$ cat src/rtl/pdsch_crc_pkg.sv
// Shared constants and types for the PDSCH CRC checker: polynomial table,
// CRC lengths, mode encoding and FSM state codes.
package pdsch_crc_pkg;

   localparam int CRC_W      = 24;
   localparam int CRC24_LEN  = 24;
   localparam int CRC16_LEN  = 16;

   localparam logic [CRC_W-1:0] POLY_CRC24A = 24'h864CFB;
   localparam logic [CRC_W-1:0] POLY_CRC24B = 24'h800063;
   localparam logic [CRC_W-1:0] POLY_CRC16  = 24'h001021;

   typedef enum logic [1:0] {
      MODE_CRC24A = 2'd0,
      MODE_CRC24B = 2'd1,
      MODE_CRC16  = 2'd2,
      MODE_RSVD   = 2'd3
   } crc_mode_e;

   typedef logic [1:0] fsm_state_t;
   localparam logic [1:0] ST_IDLE = 2'd0;
   localparam logic [1:0] ST_RUN  = 2'd1;
   localparam logic [1:0] ST_DONE = 2'd2;

endpackage

$ cat src/rtl/pdsch_decoder_crc_checker_par_if.sv
// Block-control and data bus of the CRC checker; master drives start/config/data,
// slave returns busy/done/status.
interface pdsch_decoder_crc_checker_par_if #(
   parameter int DIN_W = 2,
   parameter int LEN_W = 16
);
   logic             i_crc_decode_start;
   logic [1:0]       i_crc_mode;
   logic [LEN_W-1:0] i_blk_len;
   logic [DIN_W-1:0] i_din;
   logic             i_din_vld;
   logic             o_busy;
   logic             o_crc_done;
   logic             o_crc_status;
   logic             o_len_err;

   modport master (
      output i_crc_decode_start, i_crc_mode, i_blk_len, i_din, i_din_vld,
      input  o_busy, o_crc_done, o_crc_status, o_len_err
   );

   modport slave (
      input  i_crc_decode_start, i_crc_mode, i_blk_len, i_din, i_din_vld,
      output o_busy, o_crc_done, o_crc_status, o_len_err
   );
endinterface

$ cat src/rtl/pdsch_crc_lfsr_step.sv
// DIN_W-bit unrolled CRC next-state: non-reflected shift, din[0] consumed first.
// In 16-bit mode the feedback tap moves to bit 15 and bits [23:16] stay zero.
module pdsch_crc_lfsr_step
   import pdsch_crc_pkg::*;
#(
   parameter int DIN_W = 2
) (
   input  logic [CRC_W-1:0] state,
   input  logic [DIN_W-1:0] din,
   input  logic [CRC_W-1:0] poly,
   input  logic             wide,
   output logic [CRC_W-1:0] state_next
);

   logic [CRC_W-1:0] s;
   logic             fb;

   always_comb begin
      s  = state;
      fb = 1'b0;
      for (int i = 0; i < DIN_W; i++) begin
         fb = (wide ? s[CRC_W-1] : s[CRC16_LEN-1]) ^ din[i];
         s  = {s[CRC_W-2:0], 1'b0} ^ (fb ? poly : '0);
         if (!wide) s[CRC_W-1:CRC16_LEN] = '0;
      end
      state_next = s;
   end

endmodule

$ cat src/rtl/pdsch_decoder_crc_checker_par.sv
// Parallel-input CRC checker for PDSCH code blocks: the whole block including the
// attached CRC is run through the LFSR and a non-zero remainder flags a failure.
module pdsch_decoder_crc_checker_par
   import pdsch_crc_pkg::*;
#(
   parameter int DIN_W = 2,
   parameter int LEN_W = 16
) (
   input  logic                           i_sys_200_clk,
   input  logic                           i_rst,
   pdsch_decoder_crc_checker_par_if.slave bus
);

   fsm_state_t       state;
   crc_mode_e        mode_q;
   logic [LEN_W-1:0] len_q;
   logic [LEN_W-1:0] cnt;
   logic [LEN_W-1:0] cnt_next;
   logic [CRC_W-1:0] crc;
   logic [CRC_W-1:0] crc_next;
   logic [CRC_W-1:0] poly;
   logic             wide;
   logic             status;
   logic             len_err;

   crc_mode_e        start_mode;
   logic [LEN_W-1:0] start_crc_len;
   logic             start_err;

   // Configuration is screened at start so RUN only ever sees lengths the
   // counter reaches exactly, which is what keeps it from wrapping.
   assign start_mode    = crc_mode_e'(bus.i_crc_mode);
   assign start_crc_len = (start_mode == MODE_CRC16) ? LEN_W'(CRC16_LEN) : LEN_W'(CRC24_LEN);
   assign start_err     = (start_mode == MODE_RSVD)
                       || (bus.i_blk_len <= start_crc_len)
                       || ((bus.i_blk_len & LEN_W'(DIN_W-1)) != '0);

   always_comb begin
      poly = POLY_CRC24A;
      wide = 1'b1;
      case (mode_q)
         MODE_CRC24B: poly = POLY_CRC24B;
         MODE_CRC16: begin
            poly = POLY_CRC16;
            wide = 1'b0;
         end
         default: ;
      endcase
   end

   pdsch_crc_lfsr_step #(.DIN_W(DIN_W)) u_step (
      .state      (crc),
      .din        (bus.i_din),
      .poly       (poly),
      .wide       (wide),
      .state_next (crc_next)
   );

   assign cnt_next = cnt + LEN_W'(DIN_W);

   always_ff @(posedge i_sys_200_clk or posedge i_rst) begin
      if (i_rst) begin
         state   <= ST_IDLE;
         mode_q  <= MODE_CRC24A;
         len_q   <= '0;
         cnt     <= '0;
         crc     <= '0;
         status  <= 1'b0;
         len_err <= 1'b0;
      end else if (bus.i_crc_decode_start) begin
         // Start wins in every state; an in-flight block is dropped silently.
         mode_q  <= start_mode;
         len_q   <= bus.i_blk_len;
         cnt     <= '0;
         crc     <= '0;
         status  <= start_err;
         len_err <= start_err;
         state   <= start_err ? ST_DONE : ST_RUN;
      end else begin
         case (state)
            ST_RUN: begin
               if (bus.i_din_vld) begin
                  crc <= crc_next;
                  cnt <= cnt_next;
                  if (cnt_next == len_q) begin
                     status <= |crc_next;
                     state  <= ST_DONE;
                  end
               end
            end
            ST_DONE: state <= ST_IDLE;
            default: state <= ST_IDLE;
         endcase
      end
   end

   assign bus.o_busy       = (state == ST_RUN);
   assign bus.o_crc_done   = (state == ST_DONE);
   assign bus.o_crc_status = status;
   assign bus.o_len_err    = len_err;

endmodule

$ cat src/flat_wrapper.sv
// flat-port wrapper written by rule: the top's interface ports become plain ports
module pdsch_decoder_crc_checker_par_flat import pdsch_crc_pkg::*;
#(
   parameter int DIN_W = 2,
   parameter int LEN_W = 16
)
  (i_sys_200_clk, i_rst, bus_i_crc_decode_start, bus_i_crc_mode, bus_i_blk_len, bus_i_din, bus_i_din_vld, bus_o_busy, bus_o_crc_done, bus_o_crc_status, bus_o_len_err);
  pdsch_decoder_crc_checker_par_if #(.DIN_W(DIN_W), .LEN_W(LEN_W)) bus_i ();
  input  logic i_sys_200_clk;
  input  logic i_rst;
  input wire logic [$bits(bus_i.i_crc_decode_start)-1:0] bus_i_crc_decode_start;
  input wire logic [$bits(bus_i.i_crc_mode)-1:0] bus_i_crc_mode;
  input wire logic [$bits(bus_i.i_blk_len)-1:0] bus_i_blk_len;
  input wire logic [$bits(bus_i.i_din)-1:0] bus_i_din;
  input wire logic [$bits(bus_i.i_din_vld)-1:0] bus_i_din_vld;
  output wire logic [$bits(bus_i.o_busy)-1:0] bus_o_busy;
  output wire logic [$bits(bus_i.o_crc_done)-1:0] bus_o_crc_done;
  output wire logic [$bits(bus_i.o_crc_status)-1:0] bus_o_crc_status;
  output wire logic [$bits(bus_i.o_len_err)-1:0] bus_o_len_err;
  assign bus_i.i_crc_decode_start = bus_i_crc_decode_start;
  assign bus_i.i_crc_mode = bus_i_crc_mode;
  assign bus_i.i_blk_len = bus_i_blk_len;
  assign bus_i.i_din = bus_i_din;
  assign bus_i.i_din_vld = bus_i_din_vld;
  assign bus_o_busy = bus_i.o_busy;
  assign bus_o_crc_done = bus_i.o_crc_done;
  assign bus_o_crc_status = bus_i.o_crc_status;
  assign bus_o_len_err = bus_i.o_len_err;
  pdsch_decoder_crc_checker_par #(.DIN_W(DIN_W), .LEN_W(LEN_W)) u_core (.i_sys_200_clk(i_sys_200_clk), .i_rst(i_rst), .bus(bus_i));
endmodule
$ cat config.mk
export PLATFORM = sky130hd
export DESIGN_NAME = pdsch_decoder_crc_checker_par_flat
export DESIGN_NICKNAME = d
export VERILOG_FILES = /design/src/rtl/pdsch_crc_pkg.sv /design/src/rtl/pdsch_decoder_crc_checker_par_if.sv /design/src/rtl/pdsch_crc_lfsr_step.sv /design/src/rtl/pdsch_decoder_crc_checker_par.sv /design/src/flat_wrapper.sv
export SDC_FILE = /design/constraint.sdc
export NUM_CORES = 1
export LEC_CHECK = 0
export ABC_AREA = 1
export CAP_MARGIN = 20
export CORE_AREA = 2 2 90 92
export CTS_CLUSTER_DIAMETER = 120
export CTS_CLUSTER_SIZE = 30
export DETAILED_ROUTE_END_ITERATION = 7
export DIE_AREA = 0 0 92 94
export PLACE_DENSITY = 0.78
export REMOVE_ABC_BUFFERS = 1
export SLEW_MARGIN = 20
export SYNTH_ARGS = -nofsm -noshare
export SYNTH_HDL_FRONTEND = slang
export SYNTH_HIERARCHICAL = 1
export SYNTH_SLANG_ARGS = --single-unit
export TNS_END_PERCENT = 1
$ cat constraint.sdc
create_clock -name i_sys_200_clk -period 6.4 [get_ports i_sys_200_clk]
set_clock_uncertainty 0.2 [all_clocks]
set_input_delay 0.64 -clock i_sys_200_clk [delete_from_list [all_inputs] [get_ports i_sys_200_clk]]
set_output_delay 0.64 -clock i_sys_200_clk [all_outputs]
set_load 0.01 [all_outputs]
==> flow_summary_export.csv, run 1 <==
group,metric,value,unit
power_and_ir_drop,sw_frac_of_total,0.321,
power_and_ir_drop,vdd_ir_drop_max,168,uV
power_and_ir_drop,internal_power,0.748,mW
power_and_ir_drop,pwr-share-seq,0.385,
worst_setup_path,critical_path.endpoint_type,"flop",
worst_setup_path,cp_data_required_time,6420,ps
die,coreArea,0.00761,sq mm
power_and_ir_drop,power_frac_comb,0.259,
place,gp_congestion,0.885,
worst_setup_path,path_cells,"ha_1, inv_1, inv_2, nand2_2, nand2_1, nand2_2, and2_1, nand2_1, xor2_1, inv_1, nand3_1, nand2_1, nor2_1, inv_1, nand4_1, nor4_1, nand4_1, nand2_1, nand2_1, nand3_1, nand2_1",
power_and_ir_drop,p_per_area,220,mW/mm^2
drt,drt-initial-drc-count,323,
sta,rsz0062_at_grt,"false",
cells_and_area,diodes,0,
cts,cts.reportedPaths.clkPinSlew,70,ps
sta,fin_crit,4060,ps
worst_setup_path,cp_common_cell,"nand2_1",
cts,cts_sinks,61,
global_route,grt_pass1_wl,18900,um
cells_and_area,area_delta_synth_final,15.1,%
die,start_util,0.572,
global_route,grt_max_degree,62,
worst_setup_path,worstSetupPathType,"flop to flop",
cts,cts_root_buffer,"clkbuf_8",
cts,clockBufferDepth,2,
die,die_area,0.00865,sq mm
drt,wl,10900,um
cells_and_area,fill_cells,681,
logic_synthesis,postSynthCellCount,657,
global_route,track_usage,0.274,
status,status,"complete, no violations",
min_path,min_path_type,"flop to flop",
sta,period_share,0.634,
sta,worst_pin_slew,1030,ps
cells_and_area,final_area,0.00500,sq mm
drt,avgRoutedWirePerCell,13.4,um
worst_setup_path,crit_fanout,23,
logic_synthesis,synth_async_sr_flop_share,1.00,
power_and_ir_drop,power_frac_clock,0.356,
flow_run,drv_cap,0,
sta,final_max_slew_viol_count,0,
global_route,grt_pass1_vias,4131,
sta,hold_viol_final,0,
die,rows,32,
cts,clkLatencyLatePin,340,ps
logic_synthesis,synth_top_cell_by_area,"dfrtp_1",
worst_setup_path,max_stage_delay,790,ps
global_route,grt.overflow.total,0,
drt,dr.pass1.iters,5,
logic_synthesis,synth-main-ff-cell,"dfrtp_1",
logic_synthesis,synth_top_cells_by_area,"dfrtp_1 (35%), nand2_1 (20%), nand3_1 (11%)",
die,die_w,92,um
worst_setup_path,crit_path_start_kind,"flop",
cts,cts_setup_buffers,0,
place,place_hpwl,7580,um
logic_synthesis,ys_ff_latch,61,
logic_synthesis,avgSynthCellArea,6.62,sq um
logic_synthesis,yosysWarnings,6,
cts,h-tree-depth,3,
logic_synthesis,synthesis.area,0.00435,sq mm
cts,post_cts_resized,0,
cells_and_area,layout.nets,739,
logic_synthesis,netlist.area_leader.share,0.351,
cts,tritoncts,"built",
sta,finalSetupViolCount,0,
logic_synthesis,synthDistinctLibCells,32,
cts,numCtsBuffers,9,
cts,cts_hold_buf,0,
worst_setup_path,arrival,4080,ps
place,port_buffers,27,
global_route,antenna_found_initial,0,
sta,slew_headroom,0.306,
place,dpl_cell_area,0.00478,sq mm
sta,fmax,0.246,GHz
drt,viasPerCell,5.29,
drt,drtAntennaViolNets,0,
logic_synthesis,synth_edf_count,0,
power_and_ir_drop,power.leakage,2.60,nW
drt,vias,4326,
power_and_ir_drop,switching_power,0.353,mW
logic_synthesis,ys_seq_area_frac,0.351,
drt,drc,0,
sta,fin_tns_setup,0,ps
cells_and_area,layout-drive-gt1-share,0.0601,
worst_setup_path,worst_path_max_delay_cell,"and2_1",
die,io_pins,28,
die,fp.dieH,94,um
## metal layers
layer,wire [um],track usage
met1,4760,0.337
met2,5550,0.497
met3,501,0.0329
met4,138,0.0958
met5,0,0
## kinds of logic after synthesis
kind of cell	Yosys count	synth area share
buffers and inverters	102	0.0973
AOI/OAI and AO/OA	47	0.0578
xor gates and xnor gates	21	0.0492
adders and majority gates	4	0.0115
and+or+nand+nor	420	0.431
other	2	0.00173
DFF	61	0.351
## registers in the layout, summed over array words and instances (netlist names)
register,cells
u_core/len_q,16
u_core/crc,24
u_core/bus.o_len_err,1
u_core/mode_q,2
u_core/state,2
u_core/bus.o_crc_status,1
u_core/cnt,15
## power by group through the flow
stage	sequential (mW)	combinational (mW)	clock, mW
4_1_cts	0.424	0.281	0.401
3_5_place_dp	0.431	0.279	0
3_3_place_gp	0.430	0.271	0
5_1_grt	0.426	0.325	0.413
2_1_floorplan	0.428	0.198	0
6_report	0.424	0.286	0.392
## synth_stat cells (4+ instances only)
master / instances
o22ai_1: 8
nand3_1: 94
dfrtp_1: 61
nor4_1: 6
inv_1: 78
nand4_1: 14
nor2_2: 6
buf_2: 5
o21ai_0: 35
clkbuf_1: 10
xor2_2: 4
ha_1: 4
nand2_1: 233
xnor2_1: 14
nand3b_1: 16
nor2_1: 37
nand2_2: 7
## layout by cell type, fill, tap and decap left out, drive strengths merged
master / count
clkinv: 3
nor3: 1
nand4: 14
xnor2: 14
o311ai: 1
inv: 79
nand3: 96
bufinv: 2
dfrtp: 61
and2: 1
nor4: 6
clkdlybuf4s50: 27
o21ai: 35
ha: 4
nor2: 45
nand2: 241
a22oi: 1
xor2: 7
nand3b: 16
o22ai: 8
conb: 37
clkbuf: 12
buf: 3
a21oi: 2
## path summary, 6_finish.rpt
| path | startpoint | endpoint | slack (ps) | cells past startpoint |
|---|---|---|---|---|
| max in group asynchronous | i_rst | u_core/cnt[6] | 4820 | 3 |
| min in group asynchronous | i_rst | u_core/len_q[2] | 640 | 3 |
| worst min-delay path | u_core/len_q[0] | u_core/len_q[0] | 300 | 2 |
| worst min register to register | u_core/len_q[0] | u_core/len_q[0] | 300 | 2 |
| worst max register to register | u_core/mode_q[1] | u_core/bus.o_crc_status | 2340 | 21 |
| worst max-delay path | u_core/mode_q[1] | u_core/bus.o_crc_status | 2340 | 21 |
## worst max-delay path, delay by kind of cell (launching register included)
kind	cells	cell delay, ps
xor gates and xnor gates	1	210
adders and majority gates	1	180
buffers and inverters	4	750
DFF	1	400
and+or+nand+nor	15	2190
## stage by stage
step                      setup slack (ps)  hold slack (ps)   util  instances  power, mW
after floorplan                       3070              243      -        670      0.626
after global placement                2380              265  0.628        802      0.702
after detailed placement              2180              274  0.628        802      0.710
after CTS                             2150              295  0.658        818       1.11
after global routing                  1890              317  0.658        818       1.16
final                                 2340              301  0.658        818       1.10
## layout make-up
class | count | area, sq um | share of cell area
Inverter | 80 | 300 | 0.0600
Multi-Input combinational cell | 529 | 2530 | 0.506
Tap cell | 102 | 128 | 0.0255
Clock inverter | 4 | 70.1 | 0.0140
Clock buffer | 12 | 155 | 0.0310
Timing Repair Buffer | 30 | 293 | 0.0585
Sequential cell | 61 | 1530 | 0.305
(Power assumes the default switching activity.)
==> run 2: changes to the inputs <==
==> constraint.sdc (replaced) <==
create_clock -name i_sys_200_clk -period 3.9 [get_ports i_sys_200_clk]
set_clock_uncertainty 0.2 [all_clocks]
set_input_delay 0.39 -clock i_sys_200_clk [delete_from_list [all_inputs] [get_ports i_sys_200_clk]]
set_output_delay 0.39 -clock i_sys_200_clk [all_outputs]
set_load 0.01 [all_outputs]
==> flow_summary_export.csv, run 2 (synthesis gave the netlist of run 1 again) <==
group,metric,value,unit
place,pre_cts_slack,372,ps
drt,drc,0,
cells_and_area,reg_top3,"u_core/crc: 24 flops, u_core/len_q: 16 flops, u_core/cnt: 15 flops",
die,die_area,0.00865,sq mm
sta,hold_viol_final,0,
worst_setup_path,cp_common_cell,"nand2_1",
worst_setup_path,arrival,3590,ps
sta,fin_crit,3560,ps
die,die_w,92,um
cells_and_area,area_delta_synth_final,16.3,%
cts,cts_root_buffer,"clkbuf_8",
flow_run,drv_cap,0,
die,rows,32,
sta,rsz0062_at_grt,"false",
cts,cts.reportedPaths.clkPinSlew,70,ps
place,gp_congestion,0.926,
cts,h-tree-depth,3,
cells_and_area,layout.nets,746,
place,place_hpwl,7860,um
cts,clkLatencyLatePin,340,ps
worst_setup_path,path_cells,"ha_1, inv_1, inv_2, nand2_2, nand2_1, nand2_2, and2_1, buf_4, nand2_1, xor2_1, inv_1, nand3_1, nand2_1, nor2_1, inv_1, nand4_1, nor4_1, nand4_1, nand2_1, nand2_1, nand3_1, nand2_1",
sta,slew_headroom,0.472,
worst_setup_path,worstSetupPathType,"flop to flop",
die,coreArea,0.00761,sq mm
cells_and_area,diodes,0,
die,io_pins,28,
drt,dr_wl_met3,521,um
cts,numCtsBuffers,9,
die,fp.dieH,94,um
worst_setup_path,crit_path_start_kind,"flop",
drt,wl,11000,um
cts,tritoncts,"built",
cts,cts_sinks,61,
cts,clockBufferDepth,2,
place,port_buffers,27,
drt,vias,4400,
cts,cts_hold_buf,0,
drt,drtAntennaViolNets,0,
die,start_util,0.572,
power_and_ir_drop,power.leakage,2.63,nW
status,status,"complete, no violations",
worst_setup_path,max_stage_delay,490,ps
cells_and_area,regMostFlops,"u_core/crc",
drt,viasPerCell,5.34,
worst_setup_path,crit_fanout,16,
sta,finalSetupViolCount,0,
drt,top_layer,"met4",
cells_and_area,fill_cells,674,
sta,period_share,0.914,
sta,fmax,0.281,GHz
min_path,min_path_type,"primary input to async pin",
global_route,grt.overflow.total,0,
sta,worst_pin_slew,791,ps
worst_setup_path,cp_data_required_time,3930,ps
power_and_ir_drop,p_per_area,365,mW/mm^2
drt,avgRoutedWirePerCell,13.4,um
cts,cts_setup_buffers,0,
cts,post_cts_resized,0,
power_and_ir_drop,vdd_ir_drop_max,208,uV
sta,final_max_slew_viol_count,0,
drt,wl_met2,5500,um
cells_and_area,mostFrequentLayoutCell,"nand2_1",
drt,wl_met1,4770,um
global_route,grt_pass1_vias,4259,
worst_setup_path,worst_path_max_delay_cell,"and2_1",
global_route,grt_pass1_wl,19000,um
global_route,track_usage,0.273,
global_route,antenna_found_initial,0,
sta,fin_tns_setup,0,ps
cells_and_area,layout-drive-gt1-share,0.0651,
sta,setup_slack,337,ps
cells_and_area,largest_reg_flops,24,
drt,dr.pass1.iters,5,
global_route,grt_max_degree,35,
cells_and_area,mostFrequentLayoutCells,"nand2_1 (233), nand3_1 (94), inv_1 (77)",
drt,drt-initial-drc-count,270,
worst_setup_path,critical_path.endpoint_type,"flop",
-- run 2: worst paths after layout --
path / end / slack (ps) / cells past startpoint / startpoint
worst max-delay path: u_core/bus.o_crc_status / 340 / 22 / u_core/mode_q[1]
worst min register to register: u_core/len_q[0] / 290 / 2 / u_core/len_q[0]
min in group i_sys_200_clk: u_core/len_q[0] / 290 / 2 / u_core/len_q[0]
worst min-delay path: u_core/len_q[2] / 180 / 2 / i_rst
worst max register to register: u_core/bus.o_crc_status / 340 / 22 / u_core/mode_q[1]
max in group asynchronous: u_core/cnt[12] / 2660 / 3 / i_rst
-- run 2: cell type report --
cell class | instances | area [sq um] | share of cell area
Timing Repair Buffer | 37 | 345 | 0.0683
Clock buffer | 11 | 131 | 0.0260
Sequential cell | 61 | 1530 | 0.302
Tap cell | 102 | 128 | 0.0252
Multi-Input combinational cell | 529 | 2530 | 0.500
Clock inverter | 4 | 97.6 | 0.0193
Inverter | 80 | 300 | 0.0594
-- run 2: where the power goes --
part | internal, mW | total, mW | switching (mW)
sequential | 0.670 | 0.697 | 0.0264
combinational | 0.173 | 0.476 | 0.303
clock | 0.422 | 0.672 | 0.250
total | 1.26 | 1.84 | 0.580
-- run 2: through the flow --
| stage | utilization | instance area, sq um | power, mW | cells | hold slack [ps] |
|---|---|---|---|---|---|
| floorplan | - | 4360 | 1.03 | 670 | 243 |
| global placement | 0.635 | 4830 | 1.16 | 809 | 264 |
| detailed placement | 0.635 | 4830 | 1.17 | 809 | 272 |
| CTS | 0.665 | 5060 | 1.85 | 824 | 192 |
| global route | 0.665 | 5060 | 1.95 | 824 | 232 |
| finish | 0.665 | 5060 | 1.84 | 824 | 184 |
-- run 2: metal layers --
| metal | GRT usage | vias up |
|---|---|---|
| met2 | 0.490 | 125 |
| li1 | - | 2191 |
| met4 | 0.111 | 0 |
| met5 | 0 | - |
| met3 | 0.0385 | 30 |
| met1 | 0.330 | 2054 |
-- run 2: critical path: cells and delay by family (launching register included) --
family / cells / cell delay (ps)
xor+xnor: 1 / 190
buf+inv: 5 / 680
simple gates: 15 / 1810
flops: 1 / 400
fa+ha+maj: 1 / 180
==> run 3: changes to the inputs <==
==> constraint.sdc (replaced) <==
create_clock -name i_sys_200_clk -period 3.7 [get_ports i_sys_200_clk]
set_clock_uncertainty 0.2 [all_clocks]
set_input_delay 0.37 -clock i_sys_200_clk [delete_from_list [all_inputs] [get_ports i_sys_200_clk]]
set_output_delay 0.37 -clock i_sys_200_clk [all_outputs]
set_load 0.01 [all_outputs]
==> flow_summary_export.csv, run 3 (synthesis gave the netlist of run 1 again) <==
group,metric,value,unit
cells_and_area,area_delta_synth_final,15.2,%
power_and_ir_drop,total_power,1.78,mW
flow_run,drv_cap,0,
worst_setup_path,crit_fanout,9,
drt,viasPerCell,5.25,
cts,h-tree-depth,3,
die,die_w,92,um
cts,numCtsBuffers,9,
die,die_area,0.00865,sq mm
drt,drtAntennaViolNets,0,
sta,hold_viol_final,0,
cells_and_area,layout.nets,746,
sta,finalSetupViolCount,0,
worst_setup_path,worstSetupPathType,"flop to flop",
sta,worst_pin_slew,773,ps
cells_and_area,mostFrequentLayoutCell,"nand2_1",
power_and_ir_drop,p_per_area,355,mW/mm^2
die,coreArea,0.00761,sq mm
global_route,grt_pass1_vias,4187,
cells_and_area,fill_cells,666,
cells_and_area,regMostFlops,"u_core/crc",
drt,dr.pass1.iters,5,
cts,cts_root_buffer,"clkbuf_8",
cts,cts_setup_buffers,0,
place,gp_congestion,0.913,
cells_and_area,diodes,0,
global_route,grt_max_degree,35,
worst_setup_path,crit_path_start_kind,"flop",
cts,clockBufferDepth,2,
die,rows,32,
global_route,grt_pass1_wl,18800,um
drt,drc,0,
drt,drt-initial-drc-count,232,
drt,vias,4333,
global_route,antenna_found_initial,0,
sta,slew_headroom,0.485,
worst_setup_path,critical_path.endpoint_type,"flop",
cells_and_area,final_area,0.00501,sq mm
worst_setup_path,cp_data_required_time,3740,ps
drt,wl,10800,um
cells_and_area,mostFrequentLayoutCells,"nand2_1 (233), nand3_1 (94), inv_1 (77)",
power_and_ir_drop,vdd_ir_drop_max,227,uV
sta,fin_tns_setup,0,ps
place,dpl_cell_area,0.00483,sq mm
sta,final_max_slew_viol_count,0,
sta,period_share,0.886,
min_path,min_path_type,"primary input to async pin",
place,port_buffers,27,
cts,cts_sinks,61,
sta,fin_crit,3280,ps
cts,cts.reportedPaths.clkPinSlew,70,ps
cts,tritoncts,"built",
cells_and_area,reg_top3,"u_core/crc: 24 flops, u_core/len_q: 16 flops, u_core/cnt: 15 flops",
sta,fmax,0.305,GHz
global_route,track_usage,0.271,
sta,rsz0062_at_grt,"false",
cells_and_area,layout-drive-gt1-share,0.0692,
status,status,"complete, no violations",
power_and_ir_drop,power.leakage,2.61,nW
die,io_pins,28,
die,start_util,0.572,
global_route,grt.overflow.total,0,
drt,avgRoutedWirePerCell,13.0,um
worst_setup_path,arrival,3310,ps
place,place_hpwl,7740,um
die,fp.dieH,94,um
cells_and_area,largest_reg_flops,24,
cts,clkLatencyLatePin,340,ps
## run 3: cell types whose count changed in the layout (fill, tap and decap cells not counted), sizes merged
cell,before,now
bufinv,3,0
clkinv,1,4
clkbuf,11,12
## run 3: path summary, 6_finish.rpt
| kind | endpoint | startpoint | cells past startpoint | slack [ps] |
|---|---|---|---|---|
| setup reg to reg | u_core/bus.o_crc_status | u_core/mode_q[1] | 23 | 420 |
| min in group i_sys_200_clk | u_core/len_q[0] | u_core/len_q[0] | 2 | 290 |
| hold / removal | u_core/cnt[4] | i_rst | 2 | 10 |
| max in group asynchronous | u_core/cnt[13] | i_rst | 3 | 2680 |
| hold reg to reg | u_core/len_q[0] | u_core/len_q[0] | 2 | 290 |
| setup / recovery | u_core/bus.o_crc_status | u_core/mode_q[1] | 23 | 420 |
## run 3: final cells by class
cell class                 instances  area, sq um  share of cell area
tap                              102          128              0.0255
timing repair buffer              37          345              0.0689
clock inverter                     4         22.5             0.00450
inverter                          80          300              0.0600
clock buffer                      12          155              0.0310
sequential                        61         1530               0.305
multi-input combinational        529         2530               0.505
## run 3: layer usage
| layer | track usage | vias up | share of wire |
|---|---|---|---|
| li1 | - | 2188 | - |
| met3 | 0.0457 | 20 | 0.053 |
| met4 | 0.102 | 0 | 0.019 |
| met2 | 0.482 | 126 | 0.50 |
| met5 | 0 | - | 0 |
| met1 | 0.331 | 1999 | 0.43 |
## run 3: timing repair
action	in CTS	in global routing
endpoints found under the setup margin	0	1
hold buffers	0	0
resized for setup	0	1
## run 3: worst max-delay path, cell delays in order, from the launching register on
cell and delay (ps):
dfrtp_1 400, ha_1 180, inv_1 170, inv_2 80, nand2_2 80, nand2_1 60, nand2_2 90, nand3_1 70
nand2_1 80, nand2_1 50, nand2_1 80, nand3_1 300, nand3_1 190, nand2_1 60, inv_1 60, nor2_1 40
inv_1 80, nand4_1 100, nor4_1 360, nand4_1 130, nand2_1 100, nand2_1 50, nand3_1 80, nand2_1 60
## run 3: metrics by stage
step / worst slack, ps / util / hold WS, ps / cells
after floorplan: 372 / - / 243 / 670
after global placement: 333 / 0.635 / 266 / 809
after detailed placement: 198 / 0.635 / 269 / 809
after CTS: 208 / 0.658 / 5.32 / 825
after global routing: 61.4 / 0.658 / 24.8 / 825
final: 422 / 0.658 / 12.0 / 825
## run 3: power by group
group          internal, mW  leakage (nW)  switching [mW]  total [mW]
Sequential            0.706         0.809          0.0269       0.733
Clock                 0.276        0.0921           0.273       0.549
Combinational         0.183          1.71           0.314       0.497
Total                  1.17          2.61           0.614        1.78
